===== src/rtl/dfr_pkg.sv =====
// Shared definitions for the delay-feedback reservoir blocks.
// Provides the default fixed-point format, the accumulator-width helper,
// the signed saturating rescale used on accumulator outputs, and Q16.16
// constants for +1.0 / -1.0.
package dfr_pkg;

  localparam int DFR_DATA_WIDTH = 32;
  localparam int DFR_FRAC_BITS  = 16;

  // Working width for saturate(); wide enough for any accumulator built
  // from DATA_WIDTH <= 48 and a few hundred virtual nodes.
  localparam int SAT_WIDTH = 128;

  localparam logic [31:0] ONE     = 32'h0001_0000;
  localparam logic [31:0] NEG_ONE = 32'hFFFF_0000;

  // Full-precision products summed over vn nodes never overflow this width.
  function automatic int acc_width(input int dw, input int vn);
    return 2 * dw + $clog2(vn);
  endfunction

  // Drop frac fractional bits (arithmetic shift, i.e. floor) and clamp to
  // the signed dw-bit range. The caller truncates the result to dw bits.
  function automatic logic signed [SAT_WIDTH-1:0] saturate(
    input logic signed [SAT_WIDTH-1:0] acc,
    input int                          frac,
    input int                          dw
  );
    logic signed [SAT_WIDTH-1:0] shifted;
    logic signed [SAT_WIDTH-1:0] max_v;
    logic signed [SAT_WIDTH-1:0] min_v;
    shifted = acc >>> frac;
    max_v   = (SAT_WIDTH'(1) << (dw - 1)) - SAT_WIDTH'(1);
    min_v   = -max_v - SAT_WIDTH'(1);
    if (shifted > max_v)      return max_v;
    else if (shifted < min_v) return min_v;
    return shifted;
  endfunction

endpackage


===== src/rtl/dfr_mac.sv =====
// Two-stage multiply/accumulate for the readout layer.
//  Stage 1: registers the full-width signed product din_i * weight_i along
//           with the first/last flags of the node it belongs to.
//  Stage 2: first node loads the accumulator, later nodes add to it;
//           done_o pulses for one cycle after the last node is added.
// Ports:
//  clk, rst           clock, synchronous active-high reset
//  valid_i            din_i/weight_i are a valid node sample
//  first_i, last_i    sample is node 0 / node VN-1 of the frame
//  din_i, weight_i    signed operands, DW bits
//  acc_o              frame accumulator, ACC_W bits, signed
//  done_o             acc_o holds a complete frame sum (one cycle)
module dfr_mac #(
  parameter int DW    = 32,
  parameter int ACC_W = 68
) (
  input  logic                 clk,
  input  logic                 rst,
  input  logic                 valid_i,
  input  logic                 first_i,
  input  logic                 last_i,
  input  logic signed [DW-1:0] din_i,
  input  logic signed [DW-1:0] weight_i,
  output logic [ACC_W-1:0]     acc_o,
  output logic                 done_o
);

  logic                   valid1_q;
  logic                   first1_q;
  logic                   last1_q;
  logic signed [2*DW-1:0] prod_q;
  logic signed [2*DW-1:0] prod_d;
  logic signed [ACC_W-1:0] acc_q;
  logic signed [ACC_W-1:0] acc_d;
  logic                   done_q;

  // Operands are sign-extended first so the product is exact at 2*DW bits.
  assign prod_d = (2*DW)'(din_i) * (2*DW)'(weight_i);

  // NOTE: combinational blocks assign every output a default first so no
  // path through the block leaves a value held, which would infer a latch.
  always_comb begin
    acc_d = acc_q;
    if (valid1_q) begin
      acc_d = first1_q ? ACC_W'(prod_q) : acc_q + ACC_W'(prod_q);
    end
  end

  // NOTE: clocked state uses non-blocking assignments only, so every
  // register samples pre-edge values regardless of statement order.
  always_ff @(posedge clk) begin
    if (rst) begin
      valid1_q <= 1'b0;
      first1_q <= 1'b0;
      last1_q  <= 1'b0;
      prod_q   <= '0;
      acc_q    <= '0;
      done_q   <= 1'b0;
    end else begin
      valid1_q <= valid_i;
      first1_q <= first_i;
      last1_q  <= last_i;
      if (valid_i) prod_q <= prod_d;
      acc_q    <= acc_d;
      done_q   <= valid1_q & last1_q;
    end
  end

  assign acc_o  = acc_q;
  assign done_o = done_q;

endmodule


===== src/rtl/dfr_readout.sv =====
// Readout layer: weights each reservoir node state with a runtime-loadable
// per-node weight, sums one frame of VIRTUAL_NODES products and emits a
// saturated Q(FRAC_BITS) prediction with a one-cycle valid pulse.
// Ports:
//  clk, rst            clock, synchronous active-high reset
//  din_valid, din      reservoir state for the current node
//  sync                with din_valid: this sample is node 0
//  wr_en, wr_addr,
//  wr_data             weight write port (addresses >= VIRTUAL_NODES ignored)
//  dout, dout_valid    frame prediction and its one-cycle strobe
module dfr_readout
  import dfr_pkg::*;
#(
  parameter int VIRTUAL_NODES = 10,
  parameter int DATA_WIDTH    = DFR_DATA_WIDTH,
  parameter int FRAC_BITS     = DFR_FRAC_BITS
) (
  input  logic                             clk,
  input  logic                             rst,
  input  logic                             din_valid,
  input  logic [DATA_WIDTH-1:0]            din,
  input  logic                             sync,
  input  logic                             wr_en,
  input  logic [$clog2(VIRTUAL_NODES)-1:0] wr_addr,
  input  logic [DATA_WIDTH-1:0]            wr_data,
  output logic [DATA_WIDTH-1:0]            dout,
  output logic                             dout_valid
);

  localparam int AW    = $clog2(VIRTUAL_NODES);
  localparam int ACC_W = acc_width(DATA_WIDTH, VIRTUAL_NODES);

  typedef logic [AW-1:0] idx_t;
  localparam idx_t LAST_IDX = idx_t'(VIRTUAL_NODES - 1);

  idx_t                   node_idx_q;
  idx_t                   node_idx_d;
  idx_t                   cur_idx;
  logic [DATA_WIDTH-1:0]  weight_q [VIRTUAL_NODES];
  logic [DATA_WIDTH-1:0]  dout_q;
  logic [DATA_WIDTH-1:0]  dout_d;
  logic                   dout_valid_q;
  logic [ACC_W-1:0]       acc;
  logic                   mac_done;

  // A sync sample restarts the frame at node 0; because node 0 reloads the
  // accumulator, any partial frame is dropped without ever reaching "last".
  always_comb begin
    cur_idx    = sync ? '0 : node_idx_q;
    node_idx_d = node_idx_q;
    if (din_valid) begin
      node_idx_d = (cur_idx == LAST_IDX) ? '0 : cur_idx + idx_t'(1);
    end
  end

  dfr_mac #(
    .DW    (DATA_WIDTH),
    .ACC_W (ACC_W)
  ) u_mac (
    .clk      (clk),
    .rst      (rst),
    .valid_i  (din_valid),
    .first_i  (cur_idx == '0),
    .last_i   (cur_idx == LAST_IDX),
    .din_i    (din),
    .weight_i (weight_q[cur_idx]),
    .acc_o    (acc),
    .done_o   (mac_done)
  );

  assign dout_d = DATA_WIDTH'(saturate(SAT_WIDTH'($signed(acc)), FRAC_BITS, DATA_WIDTH));

  always_ff @(posedge clk) begin
    if (rst) begin
      node_idx_q   <= '0;
      // NOTE: the weight bank is a small register file, not RAM, so it can
      // and must be cleared by reset; a real memory macro could not be.
      for (int i = 0; i < VIRTUAL_NODES; i++) weight_q[i] <= '0;
      dout_q       <= '0;
      dout_valid_q <= 1'b0;
    end else begin
      node_idx_q <= node_idx_d;
      // The stage-1 read above sees the pre-edge weight on a same-cycle write.
      if (wr_en && (int'(wr_addr) < VIRTUAL_NODES)) weight_q[wr_addr] <= wr_data;
      dout_valid_q <= mac_done;
      if (mac_done) dout_q <= dout_d;
    end
  end

  assign dout       = dout_q;
  assign dout_valid = dout_valid_q;

endmodule


===== config.mk =====
export PLATFORM = sky130hd
export DESIGN_NAME = dfr_readout
export DESIGN_NICKNAME = d
export VERILOG_FILES = /design/src/rtl/dfr_pkg.sv /design/src/rtl/dfr_mac.sv /design/src/rtl/dfr_readout.sv
export SDC_FILE = /design/constraint.sdc
export NUM_CORES = 2
export LEC_CHECK = 0
export CAP_MARGIN = 40
export CELL_PAD_IN_SITES_DETAIL_PLACEMENT = 1
export CELL_PAD_IN_SITES_GLOBAL_PLACEMENT = 1
export CORE_MARGIN = 8
export CORE_UTILIZATION = 35
export CTS_BUF_LIST = sky130_fd_sc_hd__clkbuf_8
export CTS_CLUSTER_SIZE = 24
export DETAILED_ROUTE_END_ITERATION = 10
export GPL_ROUTABILITY_DRIVEN = 0
export PLACE_DENSITY_LB_ADDON = 0.1
export SYNTH_ARGS = -nofsm -noshare
export SYNTH_HDL_FRONTEND = slang
export SYNTH_SLANG_ARGS = --single-unit
export TNS_END_PERCENT = 5

===== constraint.sdc =====
create_clock -name clk -period 17.1 [get_ports clk]
set_input_delay 5.13 -clock clk [delete_from_list [all_inputs] [get_ports clk]]
set_output_delay 5.13 -clock clk [all_outputs]
set_load 0.1 [all_outputs]

# Yosys cells after proc, flatten, opt, wreduce, memory -nomap -nowiden

Memory sizes are Yosys's and may differ from the RTL's.
Cells that the tools add are included.

Register bits: 173
RAM bits: 320
Bits of input ports: 73
Logic and storage cells: 37
Memories kept: 1

Add/subtract/negate cells: 2
Multiply operators: 1
$lt $le $gt $ge: 3
Eq/ne operators: 1
Muxes and demuxes: 16
Bitwise logic cells: 1
Reduce and logical (&&, ||, !) cells: 3

Memory list:

| memory   | words | width | read ports | clocked after memory_dff | wr ports | line              | text |
|---|---|---|---|---|---|---|---|
| weight_q | 10    | 32    | 1          | 0                        | 10       | dfr_readout.sv:39 | `logic [DATA_WIDTH-1:0] weight_q [VIRTUAL_NODES];` |

Operators by type and width:

| cell                                                         | count |
|---|---|
| two-way mux 32 bit                                           | 4 |
| adder 68 x 64 -> 68 bit                                      | 1 |
| two-way mux 68 bit                                           | 1 |
| multiplier 32 x 32 -> 64 bit                                 | 1 |
| > comparator 52 x 32 -> 1 bit, second input constant         | 1 |
| less-than comparator 52 x 32 -> 1 bit, second input constant | 1 |
| OR reduction 32 bit                                          | 1 |
| two-way mux 4 bit                                            | 3 |
| two-way mux 1 bit                                            | 8 |
| adder 4 x 1 -> 4 bit, second input constant                  | 1 |
| equality test 4 bit, second input constant                   | 1 |
| logical NOT 4 bit                                            | 1 |
| less-than comparator 4 bit, second input constant            | 1 |
| bitwise AND 1 bit                                            | 1 |
| logical AND 1 bit                                            | 1 |

# Longest topological paths before layout

Word-level depth: 7
Gate-level depth with buffers: 39
Gate-level depth less buffers: 35

# Hierarchy

From an unflattened synthesis, not the netlist that was laid out.

Cell total of the unflattened synthesis: 7,056
Area, all modules: 69,999.6 µm²

Modules (own cells, without submodules):

| module      | times used | cells an instance | area each (µm²) |
|---|---|---|---|
| dfr_mac     | 1          | 5,050             | 45,260.9 |
| dfr_readout | 1          | 2,006             | 24,738.7 |

# Worst setup path before layout

No wires, ideal clock.

Kind: input-to-reg
From: input port sync
To: register u_mac.prod_q[60]
Library setup time: 116 ps
Arrival time: 14,058 ps
Required time: 16,984 ps
Path slack: 2,925 ps
Stages on the path: 34
Path buffers: 6
Cells stage by stage: clkbuf_1 -> clkbuf_1 -> clkbuf_1 -> buf_2 -> o22ai_1 -> a31oi_1 -> clkbuf_1 -> nand2_1 -> inv_1 -> fa_1 -> inv_1 -> fa_1 -> inv_1 -> fa_1 -> fa_1 -> inv_1 -> fa_1 -> inv_1 -> fa_1 -> inv_1 -> fa_1 -> inv_1 -> fa_1 -> ha_1 -> clkbuf_1 -> a21o_1 -> a31o_2 -> a21o_1 -> a21o_1 -> a21oi_1 -> nor2b_1 -> a311oi_1 -> mux2_1 -> a31o_2

Longest elaborated chain between the ends: 3

RTL lines:

| item                         | line              | text |
|---|---|---|
| start, declared              | dfr_readout.sv:22 | `input logic sync,` |
| two-way mux 4 bit            | dfr_readout.sv:49 | `cur_idx = sync ? '0 : node_idx_q;` |
| memory (10 x 32 bit)         | n/a               |  |
| multiplier 32 x 32 -> 64 bit | dfr_mac.sv:38     | `assign prod_d = (2*DW)'(din_i) * (2*DW)'(weight_i);` |
| end signal, assigned         | dfr_mac.sv:63     | `if (valid_i) prod_q <= prod_d;` |
| end, declared                | dfr_mac.sv:31     | `logic signed [2*DW-1:0] prod_q;` |

No other way between the ends.
A chain may end at the register's enable or synchronous reset.

# Final worst setup path

Same ends and word-level chain as after synthesis.

==> summary.txt <==
Drt
  • Initial DRC count: 2235
  • Total Wirelength: 220000 um
  • Remaining DRCs: 0
  • Routed Antenna Nets: 0
  • Via-to-Cell Ratio: 5.08
  • Initial DRT Pass Iterations: 5
  • Vias: 48400
  • WL/cell: 23.1 um

Synth
  • Post-synthesis async set-or-reset flop share: 0
  • Sequential-to-total area share from yosys stat: 0.280
  • Post-synthesis compound-gate area fraction: 0.101
  • Post-synth top area share: 0.322
  • FF+latch count, synth: 685
  • Xor-xnor portion of the synthesized cell area: 0.0168
  • Mux cell area share after synthesis: 0.0127
  • Fraction of the mapped netlist area in adder cells: 0.369
  • Simple-Gate Fraction of Synth Area: 0.140
  • Post-synth cell types: 94
  • Synth Instances: 6739
  • Cell Area, Synth: 67300 um^2
  • Primary FF master, synth: edfxtp_1
  • Yosys top cell by area: fa_1
  • EDFF count, synth: 512
  • Largest family of logic cells by synthesized area: adder cells
  • Ranking of synthesized cells by area: fa_1, edfxtp_1, inv_1
  • Syn_area_per_cell: 9.99 um^2
  • Warning count from the yosys run: 0

Global routing
  • Largest net degree at the start of global routing: 71
  • Vias in the first global route: 53800
  • GRT Total Usage: 0.213
  • Initial antenna violation count: 3
  • Total gr overflow: 0
  • First-pass GRT wire length: 337000 um

Worst setup path
  • Setup CP Type: in2reg
  • CP arrival: 15.24 ns
  • Largest stage delay on the critical path: 0.70 ns
  • Largest fanout on the critical path: 48
  • Worst path slowest cell: or3_4
  • Origin of the worst setup path: sync
  • Element type at the critical path end: flop
  • Worst setup SP type: input port
  • Worst r2r src: node_idx_q[1]$_SDFFE_PP0P_
  • WP data required: 17.82 ns
  • Critical Path Most Common Cell: fa_1

STA
  • Setup_tns: 0 ns
  • Achievable frequency: 0.0688 GHz
  • Max Clock Skew: 0.0775 ns
  • Pins Over Slew Limit: 0
  • Worst-margin pin slew: 0.912 ns
  • Minimum clock period: 14.52 ns
  • Setup violations, final: 0
  • Final worst path period share: 0.849
  • Max-slew headroom: 0.390
  • RSZ-0062 raised after global routing: no
  • Final hold violations: 0

Floorplan
  • Core ar.: 192000 um^2
  • Num ports: 106
  • Die X: 455 um
  • Die area: 207000 um^2
  • Die height: 455 um
  • Row count: 161
  • Initial Utilization: 0.351

Job
  • Maxcap violations: 0

Clocking
  • Post_cts resized: 0
  • CTS tree: done
  • Maximum buffer depth of the clock tree: 3
  • Hold buffers post-CTS: 0
  • H-tree depth: 3
  • CTS root buf: clkbuf_8
  • Clock-pin slew on the worst setup and hold paths: 0.06 ns
  • Clk sinks: 685
  • Number of CTS-inserted buffers: 110
  • Clock Latency Late Sink: 0.86 ns
  • # Post-CTS Setup Buffers: 0

Hold path
  • Hold wc startpoint: u_mac.last1_q$_SDFF_PP0_
  • Worst min-delay path class: reg2reg

Outcome
  • Outcome: finished, final reports clean

Place
  • Dpl hpwl: 164000 um
  • # port buffers: 105

Cells and area
  • Area growth syn-to-layout: 11.0%
  • # fillers: 21600
  • Share of cells above drive strength 1: 0.0602
  • Layout Nets: 8318
## stage by stage
step	util	setup WS, ns	hold WS, ns	std cells	area (um^2)
after floorplan	-	2.93	0.444	6930	68000
after global placement	0.375	1.76	0.459	9281	71900
after detailed placement	0.379	1.66	0.452	9325	72600
after CTS	0.390	2.58	0.467	9525	74700
after global routing	0.390	1.91	0.500	9526	74700
final	0.390	2.58	0.464	9527	74700
## registers in the layout, indices dropped and copies added (netlist names)
register and flops:
u_mac.valid1_q 1, u_mac.prod_q 64, u_mac.done_o 1, dout_valid 1, u_mac.first1_q 1, u_mac.acc_o 68, node_idx_q 4, dout 32
u_mac.last1_q 1, weight_q 512
## placed cells by master (no fill, tap or decap), types with 39 or more instances in the layout
cell type,n
o211ai_1,57
dfxtp_1,169
a21o_1,89
mux2i_1,82
inv_1,1063
o22ai_1,175
xor2_1,50
a211oi_1,89
ha_1,251
nand4_1,39
nor2_1,594
clkbuf_8,119
clkdlybuf4s50_1,96
buf_4,131
fa_1,1083
xnor2_1,79
conb_1,192
o21ai_0,205
and2_1,505
nand2_1,718
a21oi_1,210
edfxtp_1,512
## final timing paths
path,endpoint,slack [ns],depth (start not counted)
min reg2reg,u_mac.done_o$_SDFF_PP0_,0.46,1
max,u_mac.prod_q[60]$_SDFFE_PP0P_,2.58,33
min,u_mac.done_o$_SDFF_PP0_,0.46,1
max reg2reg,u_mac.prod_q[60]$_SDFFE_PP0P_,5.77,34
## final cells by class
class | instances | area [um^2] | share of cell area
antenna | 2 | 5.00 | 0.0000670
clock buffer | 119 | 1640 | 0.0219
clock inverter | 81 | 475 | 0.00636
inverter | 1019 | 3820 | 0.0512
multi-input combinational | 4811 | 43900 | 0.588
sequential | 685 | 18900 | 0.252
tap | 2526 | 3160 | 0.0423
timing repair buffer | 284 | 2860 | 0.0382
## per-layer routing
layer | share of wire | vias up | GRT usage
met3 | 0.024 | 237 | 0.0167
met1 | 0.43 | 25700 | 0.271
met4 | 0.032 | 0 | 0.0640
li1 | - | 21800 | -
met5 | 0 | - | 0
met2 | 0.52 | 664 | 0.388
## worst max-delay path, delay by kind of cell
family | cells | cell delay (ns)
buf+inv | 9 | 1.99
compound gates | 10 | 2.39
fa+ha+maj | 9 | 4.13
mux | 1 | 0.36
simple gates | 4 | 1.16
## logic make-up (layout without fill, tap and decap cells)
logic type                 count (synthesis)  count (layout)
AOI/OAI and AO/OA                       1037            1037
buffers and inverters                   1434            1503
xor gates and xnor gates                 129             129
other                                      1             194
and+or+nand+nor                         2034            2034
DFF                                      685             685
adders and majority gates               1334            1334
muxes                                     85              85
## synthesized netlist by cell type (11+ instances only)
library cell / count
edfxtp_1: 512
o21ai_1: 13
dfxtp_1: 173
xnor2_1: 79
nor2_1: 599
o211a_1: 12
o21ai_0: 205
ha_1: 251
o311a_1: 21
o221ai_1: 22
nor3_1: 27
nand2b_1: 22
nor2b_1: 18
clkbuf_1: 356
nand4_1: 39
nand3_1: 30
mux2i_1: 82
o22ai_1: 175
and2_1: 505
o21bai_1: 28
o211ai_1: 57
buf_1: 21
a21oi_1: 212
a211oi_1: 89
nand2_1: 728
and3_1: 16
xor2_1: 50
o21a_1: 11
a21o_1: 89
a31oi_1: 22
fa_1: 1083
buf_2: 28
inv_1: 1018
Power is left out: the tool's default activity adds up to more than one toggle a clock period on the data nets, which glitch-free logic cannot reach.
